==> src/rtl/dma_pkg.sv <==
// -----------------------------------------------------------------------------
// dma_pkg
// Shared defaults for the DMA FIFO bank and a constant-evaluable ceil(log2)
// helper used to size pointers and occupancy counters.
// No ports; imported by dma_fifo_ch and dma_fifo_bank.
// -----------------------------------------------------------------------------
package dma_pkg;

    localparam int DMA_DW             = 32;
    localparam int DMA_N_CH           = 4;
    localparam int DMA_FIFO_DEPTH     = 16;
    localparam int DMA_FIFO_AF_THRESH = 12;

    // Number of address bits needed to index 'value' entries.
    function automatic int dma_clog2(input int value);
        int bits;
        bits = 0;
        for (int v = value - 1; v > 0; v = v >> 1) begin
            bits = bits + 1;
        end
        return bits;
    endfunction

endpackage

==> src/rtl/dma_fifo_ch.sv <==
// -----------------------------------------------------------------------------
// dma_fifo_ch
// One independent FIFO channel: storage, pointers, occupancy level, registered
// status flags and a registered read-data port with one cycle of latency.
// Optional feature macro: DMA_FIFO_ERR_EN adds sticky overflow/underflow flags;
// without it ovf/udf are tied low and err_clr is ignored.
// Ports:
//   clk, rst      clock and synchronous active-high reset
//   clr           synchronous flush (priority over rd/wr)
//   wr, wdata     write request and data
//   rd, rdata     read request and registered head data
//   full, empty, afull, level   registered status
//   err_clr       clears sticky error flags
//   ovf, udf      sticky overflow / underflow flags
// -----------------------------------------------------------------------------
module dma_fifo_ch
    import dma_pkg::*;
#(
    parameter int  DW        = DMA_DW,
    parameter int  DEPTH     = DMA_FIFO_DEPTH,
    parameter int  AF_THRESH = DMA_FIFO_AF_THRESH,
    localparam int AW        = dma_clog2(DEPTH)
) (
    input  logic          clk,
    input  logic          rst,
    input  logic          clr,
    input  logic          wr,
    input  logic          rd,
    input  logic [DW-1:0] wdata,
    output logic [DW-1:0] rdata,
    output logic          full,
    output logic          empty,
    output logic          afull,
    output logic [AW:0]   level,
    input  logic          err_clr,
    output logic          ovf,
    output logic          udf
);

    localparam int LW = AW + 1;

    logic [DW-1:0] mem_q [DEPTH];
    logic [AW-1:0] wr_ptr_q, wr_ptr_d;
    logic [AW-1:0] rd_ptr_q, rd_ptr_d;
    logic [LW-1:0] level_q, level_d;
    logic          full_q, full_d;
    logic          empty_q, empty_d;
    logic          afull_q, afull_d;
    logic [DW-1:0] rdata_q, rdata_d;
    logic          rd_ok, wr_ok, rd_en, wr_en;

    // A read at full frees a slot in the same cycle, so a simultaneous write
    // is accepted. Flags come from the next-state level so they line up with
    // the level output.
    always_comb begin
        rd_ok    = rd & ~empty_q;
        wr_ok    = wr & (~full_q | rd_ok);
        rd_en    = rd_ok & ~clr;
        wr_en    = wr_ok & ~clr;
        wr_ptr_d = wr_ptr_q;
        rd_ptr_d = rd_ptr_q;
        level_d  = level_q;
        rdata_d  = rdata_q;
        if (clr) begin
            wr_ptr_d = '0;
            rd_ptr_d = '0;
            level_d  = '0;
        end else begin
            if (wr_en) begin
                wr_ptr_d = wr_ptr_q + AW'(1);
            end
            if (rd_en) begin
                rd_ptr_d = rd_ptr_q + AW'(1);
                rdata_d  = mem_q[rd_ptr_q];
            end
            if (wr_en && !rd_en) begin
                level_d = level_q + LW'(1);
            end else if (rd_en && !wr_en) begin
                level_d = level_q - LW'(1);
            end
        end
        full_d  = (level_d == LW'(DEPTH));
        empty_d = (level_d == '0);
        afull_d = (level_d >= LW'(AF_THRESH));
    end

    always_ff @(posedge clk) begin
        if (rst) begin
            wr_ptr_q <= '0;
            rd_ptr_q <= '0;
            level_q  <= '0;
            full_q   <= 1'b0;
            empty_q  <= 1'b1;
            afull_q  <= 1'b0;
            rdata_q  <= '0;
        end else begin
            wr_ptr_q <= wr_ptr_d;
            rd_ptr_q <= rd_ptr_d;
            level_q  <= level_d;
            full_q   <= full_d;
            empty_q  <= empty_d;
            afull_q  <= afull_d;
            rdata_q  <= rdata_d;
        end
    end

    // Storage is never reset; after reset or clr old entries are simply
    // unreachable because the pointers restart at zero.
    always_ff @(posedge clk) begin
        if (wr_en) begin
            mem_q[wr_ptr_q] <= wdata;
        end
    end

    assign rdata = rdata_q;
    assign full  = full_q;
    assign empty = empty_q;
    assign afull = afull_q;
    assign level = level_q;

`ifdef DMA_FIFO_ERR_EN
    logic ovf_q, ovf_d;
    logic udf_q, udf_d;

    // Set events beat err_clr when they coincide; clr suppresses set events.
    always_comb begin
        ovf_d = err_clr ? 1'b0 : ovf_q;
        udf_d = err_clr ? 1'b0 : udf_q;
        if (wr && !wr_ok && !clr) begin
            ovf_d = 1'b1;
        end
        if (rd && empty_q && !clr) begin
            udf_d = 1'b1;
        end
    end

    always_ff @(posedge clk) begin
        if (rst) begin
            ovf_q <= 1'b0;
            udf_q <= 1'b0;
        end else begin
            ovf_q <= ovf_d;
            udf_q <= udf_d;
        end
    end

    assign ovf = ovf_q;
    assign udf = udf_q;
`else
    logic unused_err_clr;
    assign unused_err_clr = err_clr;
    assign ovf = 1'b0;
    assign udf = 1'b0;
`endif

endmodule

==> src/rtl/dma_fifo_bank.sv <==
// -----------------------------------------------------------------------------
// dma_fifo_bank
// N_CH independent FIFOs between the DMA bus engine and the channel arbiter,
// exposed as packed vectors (channel i occupies slice i of every vector).
// Optional feature macro: DMA_FIFO_ERR_EN (sticky ovf/udf flags per channel).
// Ports:
//   clk, rst            clock and synchronous active-high reset
//   clr, wr, rd         per-channel flush / write / read requests
//   wdata, rdata        N_CH*DW data, rdata registered
//   full, empty, afull  per-channel status
//   level               N_CH*(AW+1) occupancy
//   err_clr, ovf, udf   error flag clear and sticky flags
// -----------------------------------------------------------------------------
module dma_fifo_bank
    import dma_pkg::*;
#(
    parameter int  N_CH      = DMA_N_CH,
    parameter int  DW        = DMA_DW,
    parameter int  DEPTH     = DMA_FIFO_DEPTH,
    parameter int  AF_THRESH = DMA_FIFO_AF_THRESH,
    localparam int AW        = dma_clog2(DEPTH)
) (
    input  logic                   clk,
    input  logic                   rst,
    input  logic [N_CH-1:0]        clr,
    input  logic [N_CH-1:0]        wr,
    input  logic [N_CH-1:0]        rd,
    input  logic [N_CH*DW-1:0]     wdata,
    output logic [N_CH*DW-1:0]     rdata,
    output logic [N_CH-1:0]        full,
    output logic [N_CH-1:0]        empty,
    output logic [N_CH-1:0]        afull,
    output logic [N_CH*(AW+1)-1:0] level,
    input  logic                   err_clr,
    output logic [N_CH-1:0]        ovf,
    output logic [N_CH-1:0]        udf
);

    for (genvar i = 0; i < N_CH; i++) begin : g_ch
        dma_fifo_ch #(
            .DW        (DW),
            .DEPTH     (DEPTH),
            .AF_THRESH (AF_THRESH)
        ) u_ch (
            .clk     (clk),
            .rst     (rst),
            .clr     (clr[i]),
            .wr      (wr[i]),
            .rd      (rd[i]),
            .wdata   (wdata[i*DW +: DW]),
            .rdata   (rdata[i*DW +: DW]),
            .full    (full[i]),
            .empty   (empty[i]),
            .afull   (afull[i]),
            .level   (level[i*(AW+1) +: AW+1]),
            .err_clr (err_clr),
            .ovf     (ovf[i]),
            .udf     (udf[i])
        );
    end

endmodule

==> config.mk <==
export PLATFORM = sky130hd
export DESIGN_NAME = dma_fifo_bank
export DESIGN_NICKNAME = d
export VERILOG_FILES = /design/src/rtl/dma_pkg.sv /design/src/rtl/dma_fifo_ch.sv /design/src/rtl/dma_fifo_bank.sv
export SDC_FILE = /design/constraint.sdc
export NUM_CORES = 2
export LEC_CHECK = 0
export CORE_ASPECT_RATIO = 0.6
export CORE_MARGIN = 5
export CORE_UTILIZATION = 55
export CTS_CLUSTER_SIZE = 30
export DETAILED_ROUTE_END_ITERATION = 8
export PLACE_DENSITY = 0.76
export SYNTH_ARGS = -nofsm -noshare
export SYNTH_HDL_FRONTEND = slang
export SYNTH_SLANG_ARGS = --single-unit
export TNS_END_PERCENT = 10
==> constraint.sdc <==
create_clock -name clk -period 5 [get_ports clk]
set_clock_uncertainty 0.1 [all_clocks]
set_input_delay 1.25 -clock clk [delete_from_list [all_inputs] [get_ports clk]]
set_output_delay 1.25 -clock clk [all_outputs]
set_load 0.02 [all_outputs]
Word level (Yosys, flattened, before mapping)
Memories as Yosys holds them, arrays and structs flattened. A register that Yosys moved wholly into a read port is not among the register bits. Index checks and enable logic that the tools add are counted.

Register bits after elaboration: 64. Output and inout bits: 168. Input bits: 143. Memories kept: 4. Bits in writable memories: 2048.

Memories: g_ch[0].u_ch.mem_q (words 16, width 32, read ports 1, clocked after Yosys merged registers in 1, write ports 1, RTL line dma_fifo_ch.sv:42) `logic [DW-1:0] mem_q [DEPTH];`; g_ch[1].u_ch.mem_q (words 16, width 32, read ports 1, clocked after Yosys merged registers in 1, write ports 1, RTL line dma_fifo_ch.sv:42); g_ch[2].u_ch.mem_q (words 16, width 32, read ports 1, clocked after Yosys merged registers in 1, write ports 1, RTL line dma_fifo_ch.sv:42); g_ch[3].u_ch.mem_q (words 16, width 32, read ports 1, clocked after Yosys merged registers in 1, write ports 1, RTL line dma_fifo_ch.sv:42).

Reduce and logical (&&, ||, !) cells: 28. Add/sub/neg operators: 16. Bitwise logic cells: 32. Eq/ne operators: 4. Muxes and demuxes: 20. $lt $le $gt $ge: 4.

Operators by type and width (number): $mux 5 (12); $add 4x1->4 const B (8); $add 5x1->5 const B (4); $eq 5x5->1 const B (4); $ge 5x4->1 const B (4); $logic_not 5->1 (4); $sub 5x1->5 const B (4); $and 1x1->1 (16); $not 1->1 (12); $logic_and 1x1->1 (8); $logic_not 1->1 (8); $mux 1 (8); $reduce_and 2->1 (4); $reduce_or 2->1 (4); $or 1x1->1 (4).

Longest topological paths before layout
Depth in word-level cells: 11. Gate-level depth with buffers: 8. Gate-level depth less buffers: 8.

Hierarchy
From an unflattened synthesis, not the netlist that was laid out.

Cell total of the unflattened synthesis: 4023. Area total of the unflattened synthesis: 84820.1 µm².

By module, submodules not included: dma_fifo_ch (g_ch[0].u_ch ...) (cells each 1006, seq. area each 16335.7 µm², area each 21214.1 µm², instances 3); dma_fifo_ch (g_ch[3].u_ch) (cells each 1005, seq. area each 16335.7 µm², area each 21177.8 µm², instances 1).

Worst setup path after synthesis
No wires, ideal clock.

Path kind: input -> register. Start point: in rd[0]. End point: mem g_ch[0].u_ch.mem_q[3][0] in the netlist's numbering, enable pin. Setup time: 0.461 ns. Slack: 0.070 ns. Stages: 5. Arrival: 4.369 ns. Data required time: 4.439 ns. Cell sequence: nand2b_1 clkbuf_1 a211oi_1 nand2_1 nor3_1.

Cells in the longest elaborated chain, start to end: 6.

Ends and longest elaborated chain: start, declared (RTL line dma_fifo_bank.sv:27) `input logic [N_CH-1:0] rd,`; $and 1x1->1 (RTL line dma_fifo_ch.sv:56) `rd_ok = rd & ~empty_q;`; $or 1x1->1 (RTL line dma_fifo_ch.sv:57) `wr_ok = wr & (~full_q | rd_ok);`; $and 1x1->1 (RTL line dma_fifo_ch.sv:57); $and 1x1->1 (RTL line dma_fifo_ch.sv:59) `wr_en = wr_ok & ~clr;`; $mux 1 (RTL line dma_fifo_ch.sv:110) `if (wr_en) begin`; $mux 1 (implied by the code) (RTL line dma_fifo_ch.sv:111) `mem_q[wr_ptr_q] <= wdata;`; end, declared (RTL line dma_fifo_ch.sv:42).

No other way between the ends.

Worst setup path in the final report
Start point: in clr[1]. End point: mem g_ch[1].u_ch.mem_q[9][20] in the netlist's numbering, enable pin.

Cells in the longest elaborated chain, start to end: 4.

Ends and longest elaborated chain: start, declared (RTL line dma_fifo_bank.sv:25) `input logic [N_CH-1:0] clr,`; $not 1->1 (RTL line dma_fifo_ch.sv:59); $and 1x1->1 (RTL line dma_fifo_ch.sv:59); $mux 1 (RTL line dma_fifo_ch.sv:110); $mux 1 (implied by the code) (RTL line dma_fifo_ch.sv:111); end, declared (RTL line dma_fifo_ch.sv:42).

No other way between the ends.

==> impl_metrics.json <==
{
  "max_freq_mhz": 288,
  "net-switching-power_mw": 7.29,
  "worstSetupPathType": "in -> reg",
  "cpPeakStageDelay_ns": 0.57,
  "finalMaxSlewViolations": 0,
  "final_hold_viol_count": 0,
  "grt_pass1_wl_mm": 275,
  "hpwl_mm": 103,
  "final_cell_mix": "edfxtp_1, mux4_2, clkdlybuf4s50_1, mux2i_1",
  "fin_ws_ns": 1.53,
  "cts_tree": "done",
  "drt_pass1_iterations": 5,
  "pwr_density_cell_nw_per_um2": 373,
  "combPwrFrac_pct": 2.4,
  "hp-start": "g_ch[1].u_ch.rdata[15]$_SDFFE_PP0P_",
  "ant_nets": 0,
  "die_y_um": 314,
  "r2r_start": "g_ch[1].u_ch.empty$_SDFF_PP1_",
  "synth.avg_cell_area_sq_um": 21.0,
  "drive_gt1_share_pct": 22.3,
  "finalPower_mw": 36.4,
  "ys_ff_latch": 2240,
  "drc": 0,
  "io_buffer_count": 301,
  "synthCells": 4032,
  "clockRootBuffer": "clkbuf_16",
  "drv_cap": 0,
  "chipWidth_um": 517,
  "routed_wl_mm": 185,
  "postCtsSetupRepairBufs": 0,
  "fillCellCount": 9786,
  "relSlewSlack_pct": 15.6,
  "synthArstFlopShare_pct": 0,
  "pre_cts_ws_ns": 0.735,
  "grt_pass1_vias": 41636,
  "p_leak_nw": 29.5,
  "path_buf_inv": 2,
  "clk_pin_slew_ns": 0.07,
  "setup_tns_ns": 0,
  "min_to": "g_ch[1].u_ch.rdata[15]$_SDFFE_PP0P_",
  "overflow": 0,
  "ys.flop_type": "edfxtp_1",
  "power_frac_seq_pct": 56.5,
  "status": "finished, final reports clean",
  "critPathArrivalTime_ns": 3.88,
  "grt_start_max_net_pins": 107,
  "reg2reg_depth": 5,
  "power_frac_clock_pct": 41.2,
  "cp-start-kind": "input pin",
  "gp_congestion": 0.782,
  "row_count": 111,
  "area_growth_pct": 15.3,
  "synth_area_sq_um": 84700,
  "cts_resized": 0,
  "required_ns": 5.41,
  "fin_nets": 4603,
  "worst-path-max-fanout": 22,
  "rsz0062_at_grt": "false",
  "min_period_over_period_pct": 69.4,
  "drt_iter0_markers": 4616,
  "max_slew.worst_pin.slew_ns": 1.26,
  "synth_edf_count": 2048,
  "multi_input_area_sq_um": 18800,
  "layout_commonest_cell": "edfxtp_1",
  "via_per_inst": 6.20,
  "track_usage_pct": 22.9,
  "setup_viol": 0,
  "hold_path_depth": 2,
  "ys_seq_area_share_pct": 77.1,
  "pin_count": 311,
  "holdBufCountCts": 0,
  "cp_slowest_cell": "nor2_4",
  "start_util_pct": 55.4,
  "end_kind": "flop",
  "num_vias": 41231,
  "p_sw_share_pct": 20.0,
  "r2r_setup_slack_ns": 2.16,
  "cts_buffer_depth": 3,
  "cts_made_buffers": 191,
  "fp.coreArea_sq_um": 153000,
  "r2r_end": "g_ch[1].u_ch.mem_q[9][20]$_DFFE_PP_",
  "seq_area_sq_um": 65400,
  "peakVddDrop_mv": 0.327,
  "ys_types": 60,
  "antenna_found_initial": 22,
  "period_needed_ns": 3.47,
  "synth_warnings": 0,
  "clk-insertion-delay-late_ns": 0.83,
  "wire_per_inst_um": 27.9,
  "min_path_type": "reg -> reg",
  "dieArea_sq_um": 162000,
  "crit_chain": "clkdlybuf4s50_1 > nand2b_1 > a21oi_1 > nand2_1 > nor2_4 > buf_12",
  "internal_power_mw": 29.1,
  "cts_sinks": 2240,
  "cp_top_family": "simple AND/OR/NAND/NOR gates",
  "cts_max_level": 4
}
[state kept, by name, indices dropped and copies added, names as in the netlist]
name and flops:
g_ch.u_ch.afull 4, g_ch.u_ch.empty 4, g_ch.u_ch.full 4, g_ch.u_ch.level 20, g_ch.u_ch.mem_q 2048, g_ch.u_ch.rd_ptr_q 16
g_ch.u_ch.rdata 128, g_ch.u_ch.wr_ptr_q 16
[tightest hold or removal path, cell delays in order, from the launching register on]
cell and delay (ns):
dfxtp_1 0.33, a21oi_1 0.05, o21ai_0 0.05
[cells by family (layout without fill, tap and decap cells)]
| logic type | after synthesis | after routing | synth area share [%] |
|---|---|---|---|
| compound gates | 313 | 313 | 1.97 |
| mux | 776 | 776 | 16.7 |
| buf+inv | 253 | 814 | 1.30 |
| fa+ha+maj | 28 | 28 | 0.414 |
| simple gates | 388 | 388 | 2.09 |
| xor+xnor | 33 | 33 | 0.341 |
| other cells | 1 | 22 | 0.00443 |
| flops | 2240 | 2240 | 77.1 |
[synthesized netlist by cell type, types with 8 or more instances]
master / number / area share (%)
edfxtp_1: 2048 / 73
mux4_2: 512 / 14
mux2i_1: 261 / 3.1
nor2_1: 243 / 1.1
dfxtp_1: 192 / 4.5
a21oi_1: 149 / 0.88
clkbuf_1: 136 / 0.60
o21ai_0: 122 / 0.72
buf_2: 63 / 0.37
nand2_1: 38 / 0.17
ha_1: 28 / 0.41
nor3_1: 25 / 0.15
inv_1: 24 / 0.11
buf_4: 20 / 0.18
xor2_1: 19 / 0.20
nand2b_1: 17 / 0.13
xnor2_1: 14 / 0.14
buf_1: 10 / 0.044
o21ai_1: 10 / 0.059
nand3_1: 9 / 0.053
nand4_1: 9 / 0.066
nor2b_1: 8 / 0.059
[per-layer routing]
layer	track usage, %	part of all wire [%]	vias to the layer above
li1	-	-	17289
met5	0	0.035	-
met4	5.59	1.8	10
met1	35.5	43	21761
met3	4.79	9.3	249
met2	34.1	46	1922
[per-stage QoR]
stage | cells | hold WS [ns] | instance area [sq um] | utilization, %
after floorplan | 4039 | 0.394 | 84700 | -
after detailed placement | 6273 | 0.355 | 91300 | 59.7
final | 6648 | 0.365 | 97700 | 63.9
after global routing | 6642 | 0.391 | 97700 | 63.9
after CTS | 6634 | 0.370 | 97700 | 63.9
after global placement | 6273 | 0.350 | 91300 | 59.7
[area by class of cell]
type | instances | share of cell area, %
Sequential cell | 2240 | 66.9
Clock inverter | 99 | 1.14
Clock buffer | 262 | 5.35
Inverter | 24 | 0.0922
Multi-Input combinational cell | 1546 | 19.2
Antenna cell | 14 | 0.0359
Timing Repair Buffer | 429 | 4.65
Tap cell | 2034 | 2.60
[power by group through the flow]
stage | logic [mW] | clock network (mW) | registers (mW)
floorplan | 0.352 | 0 | 21.0
global placement | 0.828 | 0 | 21.0
detailed placement | 0.860 | 0 | 21.0
CTS | 0.867 | 15.2 | 20.6
global route | 0.932 | 16.1 | 20.6
finish | 0.863 | 15.0 | 20.6
[worst max path at each step]
stage	from	endpoint	cells past startpoint
2_1_floorplan	rd[0]	g_ch[0].u_ch.mem_q[3][0]$_DFFE_PP_	5
3_3_place_gp	clr[1]	g_ch[1].u_ch.mem_q[11][23]$_DFFE_PP_	6
3_5_place_dp	clr[1]	g_ch[1].u_ch.mem_q[8][16]$_DFFE_PP_	6
4_1_cts	g_ch[0].u_ch.rdata[17]$_SDFFE_PP0P_	rdata[17]	1
5_1_grt	clr[1]	g_ch[1].u_ch.mem_q[8][20]$_DFFE_PP_	6
6_report	clr[1]	g_ch[1].u_ch.mem_q[9][20]$_DFFE_PP_	6
(Power assumes the default switching activity.)
